==> src/rtl/srdl2sv_b2r_arbiter_if.sv <==
// b2r/r2b register-block link carried between the arbiter (master) and an srdl2sv register block (slave).
interface srdl2sv_b2r_arbiter_if #(
    parameter int BUS_BITS = 32
);
    logic                  b2r_w_vld;
    logic                  b2r_r_vld;
    logic [31:0]           b2r_addr;
    logic [BUS_BITS-1:0]   b2r_data;
    logic [BUS_BITS/8-1:0] b2r_byte_en;
    logic                  r2b_rdy;
    logic                  r2b_err;
    logic [BUS_BITS-1:0]   r2b_data;

    modport master (
        output b2r_w_vld, b2r_r_vld, b2r_addr, b2r_data, b2r_byte_en,
        input  r2b_rdy, r2b_err, r2b_data
    );

    modport slave (
        input  b2r_w_vld, b2r_r_vld, b2r_addr, b2r_data, b2r_byte_en,
        output r2b_rdy, r2b_err, r2b_data
    );
endinterface

==> src/rtl/srdl2sv_b2r_arbiter.sv <==
// Round-robin arbiter sharing one srdl2sv register block between NUM_REQ bus widgets.
// Optional watchdog: define SRDL2SV_ARB_TIMEOUT_EN to complete a stalled transfer with an error.
module srdl2sv_b2r_arbiter #(
    parameter int NUM_REQ  = 2,
    parameter int BUS_BITS = 32,
    parameter int TIMEOUT  = 64
) (
    input  logic                            HCLK,
    input  logic                            HRESETn,
    input  logic [NUM_REQ-1:0]              req_w_vld,
    input  logic [NUM_REQ-1:0]              req_r_vld,
    input  logic [NUM_REQ*32-1:0]           req_addr,
    input  logic [NUM_REQ*BUS_BITS-1:0]     req_data,
    input  logic [NUM_REQ*BUS_BITS/8-1:0]   req_byte_en,
    output logic [NUM_REQ-1:0]              req_rdy,
    output logic [NUM_REQ-1:0]              req_err,
    output logic [BUS_BITS-1:0]             req_rdata,
    output logic [NUM_REQ-1:0]              grant,
    output logic                            dbg_state,
    srdl2sv_b2r_arbiter_if.master           reg_if
);

    // Valid/ready: requester i raises req_w_vld[i] or req_r_vld[i] (never both) with stable
    // addr/data/byte_en and holds them until the single cycle in which req_rdy[i] is high;
    // that cycle completes the transfer and req_err[i] is meaningful only then.

    localparam int IDX_W = (NUM_REQ > 1) ? $clog2(NUM_REQ) : 1;
    localparam int BE_W  = BUS_BITS / 8;

    typedef enum logic {
        ARB = 1'b0,
        OWN = 1'b1
    } arb_state_e;

    generate
        if (NUM_REQ < 2 || NUM_REQ > 8 || TIMEOUT < 2 || TIMEOUT > 65535 || BUS_BITS % 8 != 0)
        begin : g_bad_param
            $error("srdl2sv_b2r_arbiter: parameter out of range");
        end
    endgenerate

    arb_state_e         state_q, state_d;
    logic [NUM_REQ-1:0] grant_q, grant_d;
    logic [IDX_W-1:0]   g_idx_q, g_idx_d;
    logic [IDX_W-1:0]   last_grant_q, last_grant_d;

    logic [NUM_REQ-1:0] req_active;
    logic               pick_found;
    logic [IDX_W-1:0]   pick_idx;
    logic               owner_active;

`ifdef SRDL2SV_ARB_TIMEOUT_EN
    logic [15:0]        wdog_q;
    logic               wdog_hit;
`endif

    assign req_active   = req_w_vld | req_r_vld;
    assign owner_active = req_active[g_idx_q];
    assign grant        = grant_q;
    assign dbg_state    = (state_q == OWN);
    assign req_rdata    = reg_if.r2b_data;

    // Search upward from last_grant+1, wrapping, so the most recent owner is considered last.
    always_comb begin : p_pick
        int               cand;
        logic [IDX_W-1:0] cand_idx;
        cand       = 0;
        cand_idx   = '0;
        pick_found = 1'b0;
        pick_idx   = '0;
        for (int k = 1; k <= NUM_REQ; k++) begin
            cand = int'(last_grant_q) + k;
            if (cand >= NUM_REQ) begin
                cand = cand - NUM_REQ;
            end
            cand_idx = IDX_W'(cand);
            if (!pick_found && req_active[cand_idx]) begin
                pick_found = 1'b1;
                pick_idx   = cand_idx;
            end
        end
    end

`ifdef SRDL2SV_ARB_TIMEOUT_EN
    // Counts OWN cycles that ended without r2b.rdy; cleared whenever the FSM sits in ARB.
    always_ff @(posedge HCLK or negedge HRESETn) begin
        if (!HRESETn) begin
            wdog_q <= '0;
        end else if (state_q == ARB) begin
            wdog_q <= '0;
        end else if (!reg_if.r2b_rdy) begin
            wdog_q <= wdog_q + 16'd1;
        end
    end

    assign wdog_hit = (wdog_q == 16'(TIMEOUT - 1));
`endif

    always_ff @(posedge HCLK or negedge HRESETn) begin
        if (!HRESETn) begin
            state_q      <= ARB;
            grant_q      <= '0;
            g_idx_q      <= '0;
            last_grant_q <= IDX_W'(NUM_REQ - 1);
        end else begin
            state_q      <= state_d;
            grant_q      <= grant_d;
            g_idx_q      <= g_idx_d;
            last_grant_q <= last_grant_d;
        end
    end

    always_comb begin
        state_d            = state_q;
        grant_d            = grant_q;
        g_idx_d            = g_idx_q;
        last_grant_d       = last_grant_q;
        req_rdy            = '0;
        req_err            = '0;
        reg_if.b2r_w_vld   = 1'b0;
        reg_if.b2r_r_vld   = 1'b0;
        reg_if.b2r_addr    = '0;
        reg_if.b2r_data    = '0;
        reg_if.b2r_byte_en = '0;

        case (state_q)
            ARB: begin
                if (pick_found) begin
                    state_d           = OWN;
                    g_idx_d           = pick_idx;
                    grant_d           = '0;
                    grant_d[pick_idx] = 1'b1;
                end
            end

            OWN: begin
                reg_if.b2r_w_vld   = req_w_vld[g_idx_q];
                reg_if.b2r_r_vld   = req_r_vld[g_idx_q];
                reg_if.b2r_addr    = req_addr[32*int'(g_idx_q) +: 32];
                reg_if.b2r_data    = req_data[BUS_BITS*int'(g_idx_q) +: BUS_BITS];
                reg_if.b2r_byte_en = req_byte_en[BE_W*int'(g_idx_q) +: BE_W];

                if (!owner_active) begin
                    // Owner abandoned its request: release without completing or rotating.
                    state_d = ARB;
                    grant_d = '0;
                end else if (reg_if.r2b_rdy) begin
                    req_rdy[g_idx_q] = 1'b1;
                    req_err[g_idx_q] = reg_if.r2b_err;
                    last_grant_d     = g_idx_q;
                    state_d          = ARB;
                    grant_d          = '0;
                end
`ifdef SRDL2SV_ARB_TIMEOUT_EN
                else if (wdog_hit) begin
                    reg_if.b2r_w_vld = 1'b0;
                    reg_if.b2r_r_vld = 1'b0;
                    req_rdy[g_idx_q] = 1'b1;
                    req_err[g_idx_q] = 1'b1;
                    last_grant_d     = g_idx_q;
                    state_d          = ARB;
                    grant_d          = '0;
                end
`endif
            end

            default: begin
                state_d = ARB;
                grant_d = '0;
            end
        endcase
    end

    a_grant_onehot0: assert property (@(posedge HCLK) disable iff (!HRESETn) $onehot0(grant_q));
    a_vld_needs_grant: assert property (@(posedge HCLK) disable iff (!HRESETn)
        (reg_if.b2r_w_vld || reg_if.b2r_r_vld) |-> (grant_q != '0));

endmodule
==> src/flat_wrapper.sv <==
// flat-port wrapper written by rule: the top's interface ports become plain ports
module srdl2sv_b2r_arbiter_flat 
#(
    parameter int NUM_REQ  = 2,
    parameter int BUS_BITS = 32,
    parameter int TIMEOUT  = 64
)
  (HCLK, HRESETn, req_w_vld, req_r_vld, req_addr, req_data, req_byte_en, req_rdy, req_err, req_rdata, grant, dbg_state, reg_if_b2r_w_vld, reg_if_b2r_r_vld, reg_if_b2r_addr, reg_if_b2r_data, reg_if_b2r_byte_en, reg_if_r2b_rdy, reg_if_r2b_err, reg_if_r2b_data);
  srdl2sv_b2r_arbiter_if #(.BUS_BITS(BUS_BITS)) reg_if_i ();
  input  logic HCLK;
  input  logic HRESETn;
  input  logic [NUM_REQ-1:0] req_w_vld;
  input  logic [NUM_REQ-1:0] req_r_vld;
  input  logic [NUM_REQ*32-1:0] req_addr;
  input  logic [NUM_REQ*BUS_BITS-1:0] req_data;
  input  logic [NUM_REQ*BUS_BITS/8-1:0] req_byte_en;
  output logic [NUM_REQ-1:0] req_rdy;
  output logic [NUM_REQ-1:0] req_err;
  output logic [BUS_BITS-1:0] req_rdata;
  output logic [NUM_REQ-1:0] grant;
  output logic dbg_state;
  output wire logic [$bits(reg_if_i.b2r_w_vld)-1:0] reg_if_b2r_w_vld;
  output wire logic [$bits(reg_if_i.b2r_r_vld)-1:0] reg_if_b2r_r_vld;
  output wire logic [$bits(reg_if_i.b2r_addr)-1:0] reg_if_b2r_addr;
  output wire logic [$bits(reg_if_i.b2r_data)-1:0] reg_if_b2r_data;
  output wire logic [$bits(reg_if_i.b2r_byte_en)-1:0] reg_if_b2r_byte_en;
  input wire logic [$bits(reg_if_i.r2b_rdy)-1:0] reg_if_r2b_rdy;
  input wire logic [$bits(reg_if_i.r2b_err)-1:0] reg_if_r2b_err;
  input wire logic [$bits(reg_if_i.r2b_data)-1:0] reg_if_r2b_data;
  assign reg_if_b2r_w_vld = reg_if_i.b2r_w_vld;
  assign reg_if_b2r_r_vld = reg_if_i.b2r_r_vld;
  assign reg_if_b2r_addr = reg_if_i.b2r_addr;
  assign reg_if_b2r_data = reg_if_i.b2r_data;
  assign reg_if_b2r_byte_en = reg_if_i.b2r_byte_en;
  assign reg_if_i.r2b_rdy = reg_if_r2b_rdy;
  assign reg_if_i.r2b_err = reg_if_r2b_err;
  assign reg_if_i.r2b_data = reg_if_r2b_data;
  srdl2sv_b2r_arbiter #(.NUM_REQ(NUM_REQ), .BUS_BITS(BUS_BITS), .TIMEOUT(TIMEOUT)) u_core (.HCLK(HCLK), .HRESETn(HRESETn), .req_w_vld(req_w_vld), .req_r_vld(req_r_vld), .req_addr(req_addr), .req_data(req_data), .req_byte_en(req_byte_en), .req_rdy(req_rdy), .req_err(req_err), .req_rdata(req_rdata), .grant(grant), .dbg_state(dbg_state), .reg_if(reg_if_i));
endmodule
==> config.mk <==
export PLATFORM = sky130hd
export DESIGN_NAME = srdl2sv_b2r_arbiter_flat
export DESIGN_NICKNAME = d
export VERILOG_FILES = /design/src/rtl/srdl2sv_b2r_arbiter_if.sv /design/src/rtl/srdl2sv_b2r_arbiter.sv /design/src/flat_wrapper.sv
export SDC_FILE = /design/constraint.sdc
export NUM_CORES = 1
export LEC_CHECK = 0
export CAP_MARGIN = 10
export CORE_AREA = 3 3 109 111
export CTS_CLUSTER_SIZE = 8
export DETAILED_ROUTE_END_ITERATION = 8
export DIE_AREA = 0 0 112 114
export DONT_BUFFER_PORTS = 1
export PLACE_DENSITY = 0.36
export SYNTH_ARGS = -nofsm -noshare
export SYNTH_HDL_FRONTEND = slang
export SYNTH_SLANG_ARGS = --single-unit
==> constraint.sdc <==
create_clock -name HCLK -period 1.43 [get_ports HCLK]
set_input_delay 0.429 -clock HCLK [delete_from_list [all_inputs] [get_ports HCLK]]
set_output_delay 0.429 -clock HCLK [all_outputs]
set_load 0.02 [all_outputs]
==> run metrics, run 1 <==
Routed WL=5.49 mm; largest net degree at the start of global routing=39; failing checks=negative setup slack; crit path buf inv count=1; initial drt markers=37; post-synthesis mux area share=42.4%; number of detailed-route iterations in the first pass=4; clk root buf=clkbuf_8; pre-CTS setup slack=-0.141 ns; Leak=0.777 nW; DPL Wire Length=4.61 mm; initial antenna violation count=0; first-pass GRT wire length=7.56 mm; xor/xnor share of the synthesized area=0%; core area=10900 µm²; Inst Count DP=326; Critical Path Source Type=flip-flop; CP Capture Type=output pin; post-route DRC violation count=0; Global Route Usage Sum=7.25%; post-synth top area share=42.4%; slowest cell on the critical path=dfrtp_4; fillers=1210; Synth cell types=28; RePlAce Congestion=0.712; PortBufs=0; Syn Nets=400; CP arrival=1.38 ns; Reg area=131 µm²; die height=114 µm; Rel. slew slack=78.1%; setup violators final=75; crit-path leading delay family=flip-flops; GRT overflow=0; FF-to-FF setup slack=-0.10 ns; Synth area leader=mux2i_1; HP Class=input pin to async pin; largest family of logic cells by synthesized area=multiplexers; critical path endpoint=reg_if_b2r_data[17]; Pwr Total=5.31 mW; YS warnings=0; fin nets=368; Cell Pwr Density=2630 nW/µm²; DR vias=1427; RSZ-0062 raised after global routing=true; commonest non-fill, non-tap cell in the layout=mux2i_1; Max Cap Violations=0; # IOs=285; synthesized area=1650 µm²; clock latency at the later pin of the worst-skew pair=0.23 ns; register area share after synthesis=7.64%; crit path cell chain=buf_12 -> mux2i_4 -> nor2_4; Peak Freq=553 MHz; setup ws final=-0.378 ns; Die Wd=112 µm; routed vias/inst=4.31; min Tclk post-route=1.81 ns; Slew Limit Fails=0; Final Hold Fails=0; Clock Tree Buf Depth=2; ratio of cells with drive above 1 in the final layout=57.1%; vias in the first global route=1398; Reg clk slew, reported paths=0.04 ns; Setup TNS=-25.23 ns; area of the multi-input gates=1500 µm²; commonest cells after routing, fill and taps aside=mux2i_1, nor2_2, nor2_4; CP Class=flip-flop to output pin; Worst R2R Start=u_core.g_idx_q; CP required=1.00 ns; ratio of final minimum period to clock period=126%; r2r endpoint=u_core.grant[0]; Adder-Cell Fraction of Synth Area=0%; Mapped Cells=224; Final Non-Filler Cells=331; fin util=18.5%; critical path's largest stage delay=0.50 ns; compound-gate portion of the synthesized area=6.51%; Worst Path Max Fanout=35; row count=38; outcome=finished, violations left; Synth Area in Simple Gates=20.7%; Critical Path Stages=3; CTS HTree Levels=1; Worst Tran Pin Value=0.327 ns; skew final=0.000920 ns; Area contributors post-synth=mux2i_1, nor2_1, buf_4; Worst setup startpoint=u_core.g_idx_q; Antenna Violating Nets Remaining=0; Worst VDD drop=1.01 mV; CTS Buf Count=3; setup bufs post-CTS=0; CTS tree=yes; post-synthesis register bit count=5; drt wl/cell=16.6 µm; R2R cell count=4; Avg Cell Area, Syn=7.38 µm²; Starting Density=15.2%; CTS sink cnt=5; # diodes=0; Die Area=12800 µm²; synthesis-to-layout area growth=21.9%
==> area by class of cell <==
class                           instances  area share, %
Inverter                                3          0.682
Sequential cell                         5           6.51
Timing Repair Buffer                   12           7.44
Tap cell                              140           8.68
Clock buffer                            4           2.23
Multi-Input combinational cell        167           74.4
==> worst min-delay path by stage <==
stage                     startpoint                  end  slack [ns]  cells after the start
after CTS                    HRESETn  u_core.last_grant_q        0.04                      0
final                        HRESETn  u_core.last_grant_q        0.04                      0
after global routing         HRESETn  u_core.last_grant_q        0.04                      0
after floorplan              HRESETn     u_core.dbg_state        0.13                      0
after global placement       HRESETn      u_core.grant[1]        0.13                      0
after detailed placement     HRESETn      u_core.grant[1]        0.13                      0
==> cells by family (layout without fill, tap and decap cells) <==
family,Yosys count,count (layout)
AND/OR/NAND/NOR,84,84
multiplexers,70,70
buffers and inverters,52,19
AO/OA/AOI/OAI,13,13
flip-flops,5,5
==> stage by stage <==
step	hold slack [ns]	instance area (µm²)
6_report	0.0442	2020
5_1_grt	0.0362	2020
4_1_cts	0.0386	2010
3_5_place_dp	0.134	1940
3_3_place_gp	0.134	1940
2_1_floorplan	0.133	2030
==> sequential cells by signal, summed over array words and instances, names as in the netlist <==
| signal | cells |
|---|---|
| u_core.g_idx_q | 1 |
| u_core.last_grant_q | 1 |
| u_core.grant | 2 |
| u_core.dbg_state | 1 |
==> Yosys cell counts <==
cell type and number:
clkbuf_1 1, a2111oi_4 1, a31oi_1 1, a21oi_1 1
dfstp_2 1, nor2b_1 2, a211oi_1 1, a221o_1 1
or2_4 1, mux2i_1 70, nand3_1 1, buf_1 4
nor2_1 74, o21a_1 1, o21ai_1 2, buf_4 33
buf_6 7, buf_2 4, dfrtp_1 4, inv_1 2
a21o_1 1, o22ai_1 1, nor3_1 3, inv_2 1
nor3_4 1, o21ai_0 2, nand2_1 2, a32o_1 1
==> worst reg2reg max path: stages, from the launching register on <==
cell	delay, ns
dfrtp_4	0.50
buf_16	0.23
nor3_4	0.24
a2111oi_4	0.08
a221o_1	0.36
==> where the power goes <==
group	leakage [nW]	internal [mW]	switching, mW	total, mW
Sequential	0.0573	0.231	0.125	0.356
Clock	0.0228	0.192	0.0813	0.274
Combinational	0.697	1.59	3.09	4.68
Total	0.777	2.01	3.30	5.31
==> repair_timing <==
item | CTS | global route
pin swaps | 2 | 2
resized for setup | 3 | 2
endpoints found under the setup margin | 75 | 76
hold endpoints to repair | 4 | 0
hold buffers | 1 | 0
==> layer usage <==
metal,vias up,part of all wire (%),GRT usage (%),wire [µm]
met5,-,0,0,0
li1,653,-,-,-
met4,0,0.93,1.68,51
met3,13,12,2.49,666
met1,636,33,7.96,1790
met2,125,54,13.5,2980
Note: power is estimated with default switching activity, not from simulation.
==> inputs of run 2 (changes only) <==
Settings changed: ABC_AREA set to 1, CORE_AREA 3 3 109 111 to 3 3 108 110, DIE_AREA 0 0 112 114 to 0 0 111 113, MAX_ROUTING_LAYER set to met4.
==> run 2 against run 1 <==
- the run still ends with negative setup slack left
- power rose by 44%
- cell count is 31% higher
- area after synthesis shrank 1.6%
- combinational power increased by 51%
- global-route usage rose by 3.9 points
- critical path depth grew 1
- clock skew down 0.00054 ns
- first-iteration DRC count is 43% higher
- clock power decreased by 6%
- sequential cell count unchanged
- synthesized cell count up 37%
- routed wire length rose by 49%
==> run metrics, run 2 <==
outcome=finished, violations left (unchanged); failing checks=negative setup slack (unchanged); post-synth top area share=31.8% (was 42.4%); Global Route Usage Sum=11.1% (was 7.25%); Die Wd=111 µm (was 112 µm); Metal-1 WL=3.28 mm (was 1.79 mm); ratio of cells with drive above 1 in the final layout=53.9% (was 57.1%); Final Hold Fails=0 (unchanged); Post-synth top cells=nor2_1, o21ai_0, buf_4 (was nor2_1, mux2i_1, buf_4); setup ws final=-0.345 ns (was -0.378 ns); core area=10800 µm² (was 10900 µm²); Rel. slew slack=79.0% (was 78.1%); die height=113 µm (was 114 µm); met3 WL post-DR=563 µm (was 666 µm); Clock Tree Buf Depth=2 (unchanged); Comb power frac=92.2% (was 88.1%); CTS sink cnt=5 (unchanged); Synth area leader=nor2_1 (was mux2i_1); critical path's largest stage delay=0.45 ns (was 0.50 ns); initial antenna violation count=0 (unchanged); synthesized area=1630 µm² (was 1650 µm²); skew final=0.000379 ns (was 0.000920 ns); min Tclk post-route=1.77 ns (was 1.81 ns); vias in the first global route=1840 (was 1398); most common cell in the synthesized netlist=nor2_1 (unchanged); Setup TNS=-22.86 ns (was -25.23 ns); Worst Path Max Fanout=17 (was 35); CP required=1.00 ns (about the same); Antenna Violating Nets Remaining=0 (unchanged); clk root buf=clkbuf_8 (unchanged); CTS HTree Levels=1 (unchanged); YS warnings=0 (unchanged); post-synthesis register bit count=5 (unchanged); crit path cell chain=buf_4 -> buf_16 -> o21ai_0 -> nor2_2 (was buf_12 -> mux2i_4 -> nor2_4); CTS Buf Count=3 (unchanged); GRT overflow=0 (unchanged); CP Class=flip-flop to output pin (unchanged); commonest cells after routing, fill and taps aside=nor2_2, nor2_1, o21ai_1, o21ai_0, nor2_4 (was mux2i_1, nor2_2, nor2_4); Peak Freq=563 MHz (was 553 MHz); fraction of registers with async set/reset=100% (unchanged); post-route DRC violation count=0 (unchanged); Max Cap Violations=0 (unchanged); # diodes=0 (unchanged); drt wl/cell=18.8 µm (was 16.6 µm); internal power=2.93 mW (was 2.01 mW); DR vias=2026 (was 1427); CTS tree=yes (unchanged); RSZ-0062 raised after global routing=true (unchanged); setup violators final=75 (unchanged); row count=38 (unchanged); Routed WL=8.20 mm (was 5.49 mm); ratio of final minimum period to clock period=124% (was 126%); CP arrival=1.35 ns (was 1.38 ns); Mapped Cells=306 (was 224); Synth cell types=23 (was 28); main flop type after synthesis=dfrtp_1 (unchanged); initial drt markers=53 (was 37); commonest non-fill, non-tap cell in the layout=nor2_2 (was mux2i_1); # IOs=285 (unchanged); Critical Path Source Type=flip-flop (unchanged); Syn Nets=482 (was 400); Avg Cell Area, Syn=5.32 µm² (was 7.38 µm²); number of detailed-route iterations in the first pass=6 (was 4); max reg flops=2 (unchanged); fin nets=472 (was 368); Pwr Total=7.67 mW (was 5.31 mW); total net switching power=4.74 mW (was 3.30 mW); clock latency at the later pin of the worst-skew pair=0.22 ns (was 0.23 ns); PortBufs=0 (unchanged); max layer used=met4 (unchanged); synthesis-to-layout area growth=51.5% (was 21.9%); Cell Pwr Density=3110 nW/µm² (was 2630 nW/µm²); Leak=0.912 nW (was 0.777 nW); largest net degree at the start of global routing=38 (was 39); routed vias/inst=4.66 (was 4.31); HP Class=input pin to async pin (unchanged); Worst Tran Pin Value=0.311 ns (was 0.327 ns); Starting Density=15.1% (was 15.2%); first-pass GRT wire length=10.6 mm (was 7.56 mm); slowest cell on the critical path=dfrtp_2 (was dfrtp_4); register area share after synthesis=7.76% (was 7.64%); Reg clk slew, reported paths=0.03 ns (was 0.04 ns); RePlAce Congestion=0.692 (was 0.712); Die Area=12500 µm² (was 12800 µm²); routed length on met2=4.30 mm (was 2.98 mm); DPL Wire Length=4.35 mm (was 4.61 mm); Post-synth EDFFs=0 (unchanged); Reg power frac=4.4% (was 6.7%); Slew Limit Fails=0 (unchanged); crit path buf inv count=2 (was 1); clock network power share=3.4% (was 5.2%); CP Capture Type=output pin (unchanged); Worst VDD drop=0.911 mV (was 1.01 mV); switch share=61.7% (was 62.1%); Area contributors post-synth=nor2_1, o21ai_0, buf_4 (was mux2i_1, nor2_1, buf_4); crit-path leading delay family=flip-flops (unchanged)
[run 2: changes by cell type in the layout (fill, tap and decap cells not counted), sizes merged, moves of 2 or more]
cell	delta
o21ai	+65
inv	+8
nor3	-4
a21oi	+2
nor2	+67
nand3	+3
buf	+23
nor2b	-2
mux2i	-70
nand4	+2
clkbuf	+2
nand2	+16
[run 2: path summary, 6_finish.rpt]
kind / slack, ns / end / depth (start not counted) / from
min in group HCLK: 0.39 / u_core.dbg_state / 3 / reg_if_r2b_rdy
worst max register to register: 0.05 / u_core.grant[1] / 9 / u_core.dbg_state
worst min register to register: 0.47 / u_core.last_grant_q / 2 / u_core.last_grant_q
max in group asynchronous: 0.75 / u_core.g_idx_q / 1 / HRESETn
worst max-delay path: -0.34 / reg_if_b2r_byte_en[3] / 4 / u_core.g_idx_q
worst min-delay path: 0.05 / u_core.last_grant_q / 0 / HRESETn
[run 2: cells by family after synthesis]
group,synth area share (%)
compound gates,22.4
buf+inv,29.3
flops,7.76
simple gates,40.6
[run 2: per-layer routing]
metal  track usage, %  vias up
li1                 -      929
met2             20.7      135
met1             12.6      954
met4             1.89        0
met3             1.87        8
met5                -        -
[run 2: metrics by stage]
stage	hold slack [ns]	utilization [%]	area [µm²]	cells	setup slack [ns]
floorplan	0.133	-	1820	306	0.00110
global placement	0.134	16.2	1750	410	-0.198
detailed placement	0.134	16.2	1750	410	-0.229
CTS	0.0478	20.1	2170	430	-0.377
global route	0.0442	22.8	2470	435	-0.426
finish	0.0545	22.8	2470	435	-0.345
[run 2: area by class of cell]
class | count | area (µm²)
Tap cell | 140 | 175
Timing Repair inverter | 3 | 40.0
Sequential cell | 5 | 129
Inverter | 9 | 50.0
Fill cell | 1206 | 8330
Clock buffer | 4 | 45.0
Timing Repair Buffer | 37 | 547
Multi-Input combinational cell | 237 | 1480
[run 2: timing repair]
action,CTS,global route
hold buffers,1,0
setup endpoints to repair,74,77
pin swaps,42,41
endpoints found under the hold margin,4,0
buffers inserted,8,2
resized for setup,50,75
cloned,7,3
[run 2: power groups by stage]
stage | clock network [mW] | logic (mW) | registers [mW]
6_report | 0.257 | 7.07 | 0.341
5_1_grt | 0.274 | 7.57 | 0.353
4_1_cts | 0.267 | 6.27 | 0.345
3_5_place_dp | 0 | 4.65 | 0.342
3_3_place_gp | 0 | 4.61 | 0.338
2_1_floorplan | 0 | 4.28 | 0.305
==> inputs of run 3 (changes only) <==
Settings changed: SKIP_CTS_REPAIR_TIMING set to 1.
==> run 3 against run 2 <==
- the flow still finishes with violations (negative setup slack)
- global-route usage fell by 3.9 points
- design area rose by 12%
- sequential share of layout area fell by 0.54 points
- register-to-register slack got worse by 0.07 ns
- hold slack barely moved
- non-clock buffer count rose by 9
- sequential cell count did not move
- die area did not move
- clock power barely moved
- power rose by 9.6%
- maximum frequency fell by 2.1%
- routed wire length rose by 4.6%
- largest power group unchanged
==> run metrics, run 3 (synthesis results as in run 2) <==
CTS Buf Count=3 (unchanged); outcome=finished, violations left (unchanged); Routed WL=8.58 mm (was 8.20 mm); r2r endpoint=u_core.grant[1] (unchanged); initial drt markers=70 (was 53); failing checks=negative setup slack (unchanged); post-route cell area=2750 µm² (was 2470 µm²); DR vias=2087 (was 2026); hold_ws=0.0547 ns (was 0.0545 ns); FF-to-FF setup slack=-0.02 ns (was 0.05 ns); initial antenna violation count=0 (unchanged); clk root buf=clkbuf_8 (unchanged); RePlAce Congestion=0.692 (unchanged); ratio of cells with drive above 1 in the final layout=60.1% (was 53.9%); RSZ-0062 raised after global routing=true (unchanged); drt wl/cell=19.4 µm (was 18.8 µm); Slew Limit Fails=0 (unchanged); CP arrival=1.38 ns (was 1.35 ns); Reg area=129 µm² (unchanged); Die Wd=111 µm (unchanged); fin util=25.5% (was 22.8%); CP Capture Type=output pin (unchanged); number of detailed-route iterations in the first pass=4 (was 6); Worst Path Max Fanout=6 (was 17); min Tclk post-route=1.81 ns (was 1.77 ns); core area=10800 µm² (unchanged); CP required=1.00 ns (about the same); skew final=0.000698 ns (was 0.000379 ns); commonest non-fill, non-tap cell in the layout=nor2_1 (was nor2_2); fin nets=480 (was 472); DPL Wire Length=4.35 mm (unchanged); Worst Tran Pin Value=0.277 ns (was 0.311 ns); Cell Pwr Density=3050 nW/µm² (was 3110 nW/µm²); CTS tree=yes (unchanged); Placed Area=1750 µm² (unchanged); commonest cells after routing, fill and taps aside=nor2_1, nor2_2, nor2_4 (was nor2_2, nor2_1, o21ai_1, o21ai_0, nor2_4); R2R cell count=9 (unchanged); Max Cap Violations=0 (unchanged); Die Area=12500 µm² (unchanged); ratio of final minimum period to clock period=127% (was 124%); max reg flops=2 (unchanged); CTS sink cnt=5 (unchanged); # diodes=0 (unchanged); HP Class=input pin to async pin (unchanged); CP Class=flip-flop to output pin (unchanged); PortBufs=0 (unchanged); routed vias/inst=4.71 (was 4.66); Worst R2R Start=u_core.g_idx_q (was u_core.dbg_state); post-route DRC violation count=0 (unchanged); Leak=1.00 nW (was 0.912 nW); vias in the first global route=1635 (was 1840); GRT overflow=0 (unchanged); clock latency at the later pin of the worst-skew pair=0.22 ns (about the same); Clock Tree Buf Depth=2 (unchanged); Global Route Usage Sum=7.19% (was 11.1%); area of the multi-input gates=1680 µm² (was 1480 µm²); Reg clk slew, reported paths=0.03 ns (about the same); fillers=1162 (was 1206); Antenna Violating Nets Remaining=0 (unchanged); Critical Path Source Type=flip-flop (unchanged); pre-CTS setup slack=-0.229 ns (unchanged); Worst VDD drop=1.00 mV (was 0.911 mV); Starting Density=15.1% (unchanged); setup ws final=-0.383 ns (was -0.345 ns); CTS HTree Levels=1 (unchanged); largest net degree at the start of global routing=74 (was 38); first-pass GRT wire length=7.60 mm (was 10.6 mm); Pwr Total=8.40 mW (was 7.67 mW); Peak Freq=551 MHz (was 563 MHz); Rel. slew slack=81.5% (was 79.0%); synthesis-to-layout area growth=69.1% (was 51.5%); die height=113 µm (unchanged); row count=38 (unchanged); # IOs=285 (unchanged); Final Hold Fails=0 (unchanged); setup violators final=77 (was 75)
[run 3: per-stage QoR]
stage	cells	setup TNS, ns
2_1_floorplan	306	0
3_3_place_gp	410	-8.52
3_5_place_dp	410	-9.95
4_1_cts	414	-27.54
5_1_grt	443	-29.72
6_report	443	-24.69
[run 3: report_power, final]
part           internal (mW)  total, mW  switching (mW)
registers              0.224      0.347           0.122
clock network          0.191      0.257          0.0663
logic                   2.89       7.80            4.91
[run 3: worst max-delay path, stage by stage, from the launching register on]
cell and delay (ns):
dfrtp_2 0.45, buf_12 0.17, buf_12 0.13, buf_6 0.11, o21ai_1 0.07, nor2_2 0.23
[run 3: worst max path at each step]
stage               cells after the start                  end            from
finish                                  5  reg_if_b2r_addr[23]  u_core.g_idx_q
CTS                                     3           req_err[0]  u_core.g_idx_q
detailed placement                      3           req_err[0]  u_core.g_idx_q
floorplan                               5     reg_if_b2r_r_vld  u_core.g_idx_q
global placement                        3           req_err[0]  u_core.g_idx_q
global route                            6     reg_if_b2r_r_vld  u_core.g_idx_q
[run 3: metal layers]
metal  part of all wire (%)  vias to the layer above  global-route usage (%)
met5                      0                        -                       -
met4                   0.20                        0                    1.89
met3                    6.9                        4                    1.39
met2                     53                      160                    13.9
met1                     40                      988                    7.43
li1                       -                      935                       -
[run 3: layout make-up]
class	count	share of cell area, %
timing repair inverter	2	1.68
tap	140	6.36
sequential	5	4.68
clock buffer	4	1.64
multi-input combinational	237	60.9
inverter	9	2.27
timing repair buffer	46	22.5
